**src/rtl/step_clock_gen_pkg.sv**
```systemverilog
// Shared definitions for the step clock generator.
//
// Contents:
//   state_t              processor-clock FSM states
//   DEF_* constants      default timing for a 100 MHz board clock
//   cnt_width()          counter width needed to hold values 0..n-1
//
// Optional behaviour STEP_CLOCK_RELEASE_STEP_EN is handled in btn_debounce.
package step_clk_pkg;

  typedef enum logic [2:0] {
    IDLE,
    STEP_HI,
    STEP_LO,
    RUN_HI,
    RUN_LO
  } state_t;

  // 10 ms debounce at 100 MHz
  localparam int unsigned DEF_DEBOUNCE_CYCLES = 1000000;
  // clk cycles per phase of a single-step pulse
  localparam int unsigned DEF_HALF_CYCLES     = 4;
  // clk cycles per phase in run mode (1 Hz at 100 MHz)
  localparam int unsigned DEF_RUN_DIV         = 50000000;
  // step counter width
  localparam int unsigned DEF_CNT_W           = 16;

  // Width of a counter that must hold 0..n-1; never narrower than one bit.
  function automatic int unsigned cnt_width(input int unsigned n);
    return (n > 1) ? $clog2(n) : 1;
  endfunction

endpackage

```
**src/rtl/step_clock_gen_if.sv**
```systemverilog
// Board-side signal bundle of the step clock generator.
//
// Signals:
//   btn_step      raw, bouncy, asynchronous step button
//   run_mode      raw asynchronous run switch (1 = free-run)
//   cpu_clk       registered processor clock
//   cpu_clk_rise  one-cycle strobe in the first cycle cpu_clk is 1
//   busy          generator is producing a clock period
//   step_count    cpu_clk rising edges since reset, wraps at 2^CNT_W
//
// Modports:
//   master  the board / environment: drives the controls, observes outputs
//   slave   the generator itself
interface step_clock_gen_if
  import step_clk_pkg::*;
#(
  parameter int unsigned CNT_W = DEF_CNT_W
) ();

  logic             btn_step;
  logic             run_mode;
  logic             cpu_clk;
  logic             cpu_clk_rise;
  logic             busy;
  logic [CNT_W-1:0] step_count;

  modport master (
    output btn_step,
    output run_mode,
    input  cpu_clk,
    input  cpu_clk_rise,
    input  busy,
    input  step_count
  );

  modport slave (
    input  btn_step,
    input  run_mode,
    output cpu_clk,
    output cpu_clk_rise,
    output busy,
    output step_count
  );

endinterface

```
**src/rtl/step_clock_gen_btn_debounce.sv**
```systemverilog
// Push-button conditioner: 2-FF synchroniser followed by a debounce counter.
//
// Ports:
//   clk    board clock
//   reset  asynchronous, active-high
//   raw    raw asynchronous button level
//   deb    debounced button level
//   press  single-cycle event on an accepted debounced edge
//
// The synchronised level must differ from the debounced level for
// DEBOUNCE_CYCLES consecutive cycles before it is accepted; any cycle in
// which the two agree restarts the count.
//
// Build option STEP_CLOCK_RELEASE_STEP_EN: when defined, an accepted release
// (deb 1->0) raises press as well; otherwise only deb 0->1 does.
module btn_debounce
  import step_clk_pkg::*;
#(
  parameter int unsigned DEBOUNCE_CYCLES = DEF_DEBOUNCE_CYCLES
) (
  input  logic clk,
  input  logic reset,
  input  logic raw,
  output logic deb,
  output logic press
);

  localparam int unsigned    DW   = cnt_width(DEBOUNCE_CYCLES);
  localparam logic [DW-1:0]  LAST = DW'(DEBOUNCE_CYCLES - 1);

  logic          sync1;
  logic          sync2;
  logic [DW-1:0] cnt;
  logic          accept;
  logic          take;

  // New level has held long enough: it replaces deb on this edge.
  assign accept = (sync2 != deb) && (cnt == LAST);

`ifdef STEP_CLOCK_RELEASE_STEP_EN
  assign take = accept;
`else
  assign take = accept && sync2;
`endif

  always_ff @(posedge clk or posedge reset) begin
    if (reset) begin
      sync1 <= 1'b0;
      sync2 <= 1'b0;
      deb   <= 1'b0;
      cnt   <= '0;
      press <= 1'b0;
    end else begin
      sync1 <= raw;
      sync2 <= sync1;
      press <= take;
      if (sync2 == deb) begin
        cnt <= '0;
      end else if (accept) begin
        deb <= sync2;
        cnt <= '0;
      end else begin
        cnt <= cnt + DW'(1);
      end
    end
  end

endmodule

```
**src/rtl/step_clock_gen.sv**
```systemverilog
// Processor clock generator for the FPGA board.
//
// Produces a clean processor clock from the 100 MHz board clock, either one
// period per debounced step-button press or free-running while the run
// switch is on. Also counts processor clock rising edges for the display.
//
// Ports:
//   clk    board clock
//   reset  asynchronous, active-high
//   bus    step_clock_gen_if.slave:
//            btn_step, run_mode in; cpu_clk, cpu_clk_rise, busy, step_count out
//
// Parameters:
//   DEBOUNCE_CYCLES  cycles a synchronised button level must hold
//   HALF_CYCLES      cycles per phase of a single-step pulse
//   RUN_DIV          cycles per phase in run mode
//   CNT_W            step_count width (must match the interface CNT_W)
//
// Build option STEP_CLOCK_RELEASE_STEP_EN: button releases also step
// (see btn_debounce).
//
// A phase is never cut short by a mode change: the run switch is only
// sampled in IDLE and at the end of RUN_LO, and presses outside IDLE are
// dropped. cpu_clk, cpu_clk_rise and step_count all update from next_state
// on the same edge, so the strobe and the count line up with the first
// high cycle of cpu_clk.
module step_clock_gen
  import step_clk_pkg::*;
#(
  parameter int unsigned DEBOUNCE_CYCLES = DEF_DEBOUNCE_CYCLES,
  parameter int unsigned HALF_CYCLES     = DEF_HALF_CYCLES,
  parameter int unsigned RUN_DIV         = DEF_RUN_DIV,
  parameter int unsigned CNT_W           = DEF_CNT_W
) (
  input  logic           clk,
  input  logic           reset,
  step_clock_gen_if.slave bus
);

  localparam int unsigned   PHASE_MAX = (HALF_CYCLES > RUN_DIV) ? HALF_CYCLES : RUN_DIV;
  localparam int unsigned   PW        = cnt_width(PHASE_MAX);
  localparam logic [PW-1:0] HALF_LAST = PW'(HALF_CYCLES - 1);
  localparam logic [PW-1:0] RUN_LAST  = PW'(RUN_DIV - 1);

  state_t           state;
  state_t           next_state;
  logic [PW-1:0]    phase;
  logic             run_s1;
  logic             run_sync;
  logic             press;
  logic             rise_next;
  logic             clk_next;
  logic             cpu_clk_q;
  logic             rise_q;
  logic [CNT_W-1:0] count_q;

  btn_debounce #(
    .DEBOUNCE_CYCLES (DEBOUNCE_CYCLES)
  ) u_btn (
    .clk   (clk),
    .reset (reset),
    .raw   (bus.btn_step),
    .deb   (),
    .press (press)
  );

  // run_mode is a slow switch: synchronised only, not debounced.
  always_ff @(posedge clk or posedge reset) begin
    if (reset) begin
      run_s1   <= 1'b0;
      run_sync <= 1'b0;
    end else begin
      run_s1   <= bus.run_mode;
      run_sync <= run_s1;
    end
  end

  always_comb begin
    next_state = state;
    unique case (state)
      IDLE: begin
        // run has priority; a coincident press is discarded
        if (run_sync)   next_state = RUN_HI;
        else if (press) next_state = STEP_HI;
      end
      STEP_HI: if (phase == HALF_LAST) next_state = STEP_LO;
      STEP_LO: if (phase == HALF_LAST) next_state = IDLE;
      RUN_HI:  if (phase == RUN_LAST)  next_state = RUN_LO;
      RUN_LO:  if (phase == RUN_LAST)  next_state = run_sync ? RUN_HI : IDLE;
      default: next_state = IDLE;
    endcase

    clk_next  = (next_state == STEP_HI) || (next_state == RUN_HI);
    rise_next = clk_next && (next_state != state);
  end

  always_ff @(posedge clk or posedge reset) begin
    if (reset) begin
      state     <= IDLE;
      phase     <= '0;
      cpu_clk_q <= 1'b0;
      rise_q    <= 1'b0;
      count_q   <= '0;
    end else begin
      state     <= next_state;
      phase     <= (next_state != state) ? '0 : phase + PW'(1);
      cpu_clk_q <= clk_next;
      rise_q    <= rise_next;
      if (rise_next) count_q <= count_q + CNT_W'(1);
    end
  end

  assign bus.cpu_clk      = cpu_clk_q;
  assign bus.cpu_clk_rise = rise_q;
  assign bus.busy         = (state != IDLE);
  assign bus.step_count   = count_q;

endmodule

```
**src/flat_wrapper.sv**
```systemverilog
// flat-port wrapper written by rule: the top's interface ports become plain ports
module step_clock_gen_flat import step_clk_pkg::*;
#(
  parameter int unsigned DEBOUNCE_CYCLES = DEF_DEBOUNCE_CYCLES,
  parameter int unsigned HALF_CYCLES     = DEF_HALF_CYCLES,
  parameter int unsigned RUN_DIV         = DEF_RUN_DIV,
  parameter int unsigned CNT_W           = DEF_CNT_W
)
  (clk, reset, bus_btn_step, bus_run_mode, bus_cpu_clk, bus_cpu_clk_rise, bus_busy, bus_step_count);
  step_clock_gen_if #(.CNT_W(CNT_W)) bus_i ();
  input  logic clk;
  input  logic reset;
  input wire logic [$bits(bus_i.btn_step)-1:0] bus_btn_step;
  input wire logic [$bits(bus_i.run_mode)-1:0] bus_run_mode;
  output wire logic [$bits(bus_i.cpu_clk)-1:0] bus_cpu_clk;
  output wire logic [$bits(bus_i.cpu_clk_rise)-1:0] bus_cpu_clk_rise;
  output wire logic [$bits(bus_i.busy)-1:0] bus_busy;
  output wire logic [$bits(bus_i.step_count)-1:0] bus_step_count;
  assign bus_i.btn_step = bus_btn_step;
  assign bus_i.run_mode = bus_run_mode;
  assign bus_cpu_clk = bus_i.cpu_clk;
  assign bus_cpu_clk_rise = bus_i.cpu_clk_rise;
  assign bus_busy = bus_i.busy;
  assign bus_step_count = bus_i.step_count;
  step_clock_gen #(.DEBOUNCE_CYCLES(DEBOUNCE_CYCLES), .HALF_CYCLES(HALF_CYCLES), .RUN_DIV(RUN_DIV), .CNT_W(CNT_W)) u_core (.clk(clk), .reset(reset), .bus(bus_i));
endmodule
```
**config.mk**
```make
export PLATFORM = sky130hd
export DESIGN_NAME = step_clock_gen_flat
export DESIGN_NICKNAME = d
export VERILOG_FILES = /design/src/rtl/step_clock_gen_pkg.sv /design/src/rtl/step_clock_gen_if.sv /design/src/rtl/step_clock_gen_btn_debounce.sv /design/src/rtl/step_clock_gen.sv /design/src/flat_wrapper.sv
export SDC_FILE = /design/constraint.sdc
export NUM_CORES = 1
export LEC_CHECK = 0
export CAP_MARGIN = 10
export CELL_PAD_IN_SITES_DETAIL_PLACEMENT = 0
export CELL_PAD_IN_SITES_GLOBAL_PLACEMENT = 2
export CORE_MARGIN = 4
export CORE_UTILIZATION = 38
export DETAILED_ROUTE_END_ITERATION = 16
export PLACE_DENSITY = 0.82
export SETUP_SLACK_MARGIN = 0.05
export SYNTH_ARGS = -nofsm -noshare
export SYNTH_HDL_FRONTEND = slang
export SYNTH_SLANG_ARGS = --single-unit
```
**constraint.sdc**
```tcl
create_clock -name clk -period 2.9 [get_ports clk]
set_input_delay 0.58 -clock clk [delete_from_list [all_inputs] [get_ports clk]]
set_output_delay 0.58 -clock clk [all_outputs]
set_load 0.03 [all_outputs]
```
==> run_results.csv <==
group,metric,value,unit
timing,fin_ws,0.426,ns
critical_path,worstSetupEndpointType,"register",
cells_and_area,mostFrequentLayoutCells,"dfrtp_1, nor2_1, xnor2_1, nand3_1, xor2_1",
clocking,postCtsSetupBuffers,0,
place,portBuffers,22,
timing,tns,0,ns
place,post-place-ws,0.334,ns
logic_synthesis,synth_warnings,0,
critical_path,critPathTopFamily,"simple AND/OR/NAND/NOR gates",
routing,avgViaCountPerCell,5.11,
logic_synthesis,synthArstFlopShare,100,%
timing,setup_violations,0,
timing,period_minus_slack,2.47,ns
logic_synthesis,synth_edf_count,0,
die,dieArea,10900,sq um
logic_synthesis,synth_area,3520,sq um
critical_path,cp_max_fo,26,
clocking,clkLatencyLatePin,0.34,ns
timing,worstMarginPinSlew,0.663,ns
logic_synthesis,synth_ff_type,"dfrtp_1",
critical_path,critPathBufInv,1,
routing,vias,2493,
cells_and_area,finish.utilization,45.9,%
routing,wl_per_cell,14.1,um
critical_path,worstPathCellList,"ha_1 > nor4b_1 > nand2_1 > nor4_1 > a2111oi_1 > o22ai_4 > buf_4 > nor2_1",
global_routing,grt_first_pass_wirelength,12000,um
critical_path,slowest_delay,0.45,ns
die,io_pins,23,
clocking,cts_made_buffers,9,
timing,fmax,404,MHz
place,hpwl,4880,um
cells_and_area,ff_latch_area,1830,sq um
die,die_h,104,um
critical_path,required,3.12,ns
clocking,clock-root-buffer,"clkbuf_8",
timing,slew_violations,0,
timing,hold_ws,0.352,ns
critical_path,cp_slowest_cell,"nor4_1",
timing,rsz0062_at_grt,"false",
die,core_area,8850,sq um
global_routing,overflow,0,
routing,routed_wl,6870,um
global_routing,track_usage,13.5,%
logic_synthesis,ys_seq_elements,73,
clocking,cts_sinks,73,
cells_and_area,layout_commonest_cell,"dfrtp_1",
place,gp_congestion,0.764,
global_routing,antenna_found_initial,0,
pwr,ir_worst_vdd,0.307,mV
cells_and_area,area_growth,15.3,%
worst_hold_path,hp-class,"reg2reg",
clocking,postCtsHoldBufs,0,
cells_and_area,diodes,0,
run_status,status,"completed",
die,rows,34,
pwr,p_leak,1.73,nW
timing,fin_worst_skew,0.00999,ns
logic_synthesis,syn-instance-count,346,
cells_and_area,nFillCells,834,
routing,dr.pass1.iters,4,
timing,slew_headroom,55.4,%
routing,drt_iter0_markers,113,
global_routing,grt_max_degree,30,
flow_run,maxCapViolCount,0,
cells_and_area,multi_input_area,1600,sq um
clocking,clockBufferDepth,2,
routing,drc_errors,0,
logic_synthesis,synth_fp_nets,353,
clocking,tritoncts,"done",
critical_path,crit_type,"reg2reg",
timing,finalCritPeriodShare,85.3,%
logic_synthesis,avgSynthCellArea,10.2,sq um
critical_path,cp.arrival,2.69,ns
critical_path,start_kind,"register",
logic_synthesis,yosysUniqueCellTypes,41,
global_routing,first_global_vias,2488,
routing,postRouteAntennaNets,0,
die,die_x,104,um
die,start_util,39.8,%
clocking,clkTransAtPathRegs,0.07,ns
clocking,htreeDepth,3,
cells_and_area,finalNetCount,383,
logic_synthesis,synth-seq-area-share,51.9,%
cells_and_area,drive_above_1_share,8.68,%
pwr,power_density,666,nW/um^2
timing,finalHoldViolCount,0,
## sequential cells by signal, summed over array words and instances (netlist names), 3 cells and up
name,flops
u_core.bus.step_count,16
u_core.u_btn.cnt,20
u_core.state,3
u_core.phase,26
## cell type report
type                       instances  share of cell area, %
sequential                        73                   45.0
inverter                          11                   1.02
tap                              108                   3.33
clock inverter                     5                   1.39
multi-input combinational        253                   39.3
timing repair buffer              28                   6.54
clock buffer                      10                   3.39
## cells by family (layout without fill, tap and decap cells)
logic type               Yosys count  after routing  share of synthesized area (%)
AO/OA/AOI/OAI                     15             15                           3.55
XOR/XNOR                          57             57                           14.2
adder cells (fa/ha/maj)            3              3                           1.07
buffers and inverters             20             54                           2.91
flip-flops                        73             73                           51.9
multiplexers                       3              3                          0.888
AND/OR/NAND/NOR                  175            175                           25.5
## worst paths after layout
path                       cells after the start  slack [ns]             from                   endpoint
max                                            8        0.43  u_core.phase[0]           u_core.phase[16]
min                                            0        0.35    u_core.run_s1            u_core.run_sync
max reg2reg                                    8        0.43  u_core.phase[0]           u_core.phase[16]
min reg2reg                                    0        0.35    u_core.run_s1            u_core.run_sync
max in group asynchronous                      3        1.55            reset            u_core.phase[7]
min in group asynchronous                      2        0.62            reset  u_core.bus.step_count[15]
## layer usage
metal | GRT usage, % | share of wire, % | up-vias
li1 | - | - | 1243
met1 | 18.6 | 50 | 1201
met2 | 20.6 | 44 | 36
met3 | 2.98 | 3.5 | 13
met4 | 5.98 | 2.0 | 0
met5 | 0 | 0 | -
## synthesized netlist by cell type, drive strengths merged, types with 5 or more instances
| master | instances | area [sq um] |
|---|---|---|
| dfrtp | 73 | 1830 |
| nor2 | 59 | 221 |
| nand3 | 30 | 155 |
| xnor2 | 30 | 263 |
| xor2 | 27 | 236 |
| nand2 | 20 | 75.1 |
| nand4 | 17 | 106 |
| inv | 11 | 41.3 |
| and3 | 10 | 62.6 |
| nor3 | 8 | 45.0 |
| nor4 | 7 | 56.3 |
| buf | 5 | 46.3 |
## what timing repair did
action                                  in CTS  in global routing
gates resized for setup                      0                  1
endpoints found under the setup margin       0                 26
endpoints found under the hold margin        0                  0
## power breakdown
| part | switching, W | internal (W) |
|---|---|---|
| sequential | 0.000102 | 0.00110 |
| combinational | 0.000437 | 0.000279 |
| clock | 0.000370 | 0.000414 |
## stage by stage
step           instances  area, sq um  power (W)
2_1_floorplan        346         3520    0.00177
3_3_place_gp         473         3860    0.00195
3_5_place_dp         473         3860    0.00195
4_1_cts              488         4050    0.00275
5_1_grt              488         4060    0.00287
6_report             488         4060    0.00270
Note: power is estimated with default switching activity, not from simulation.
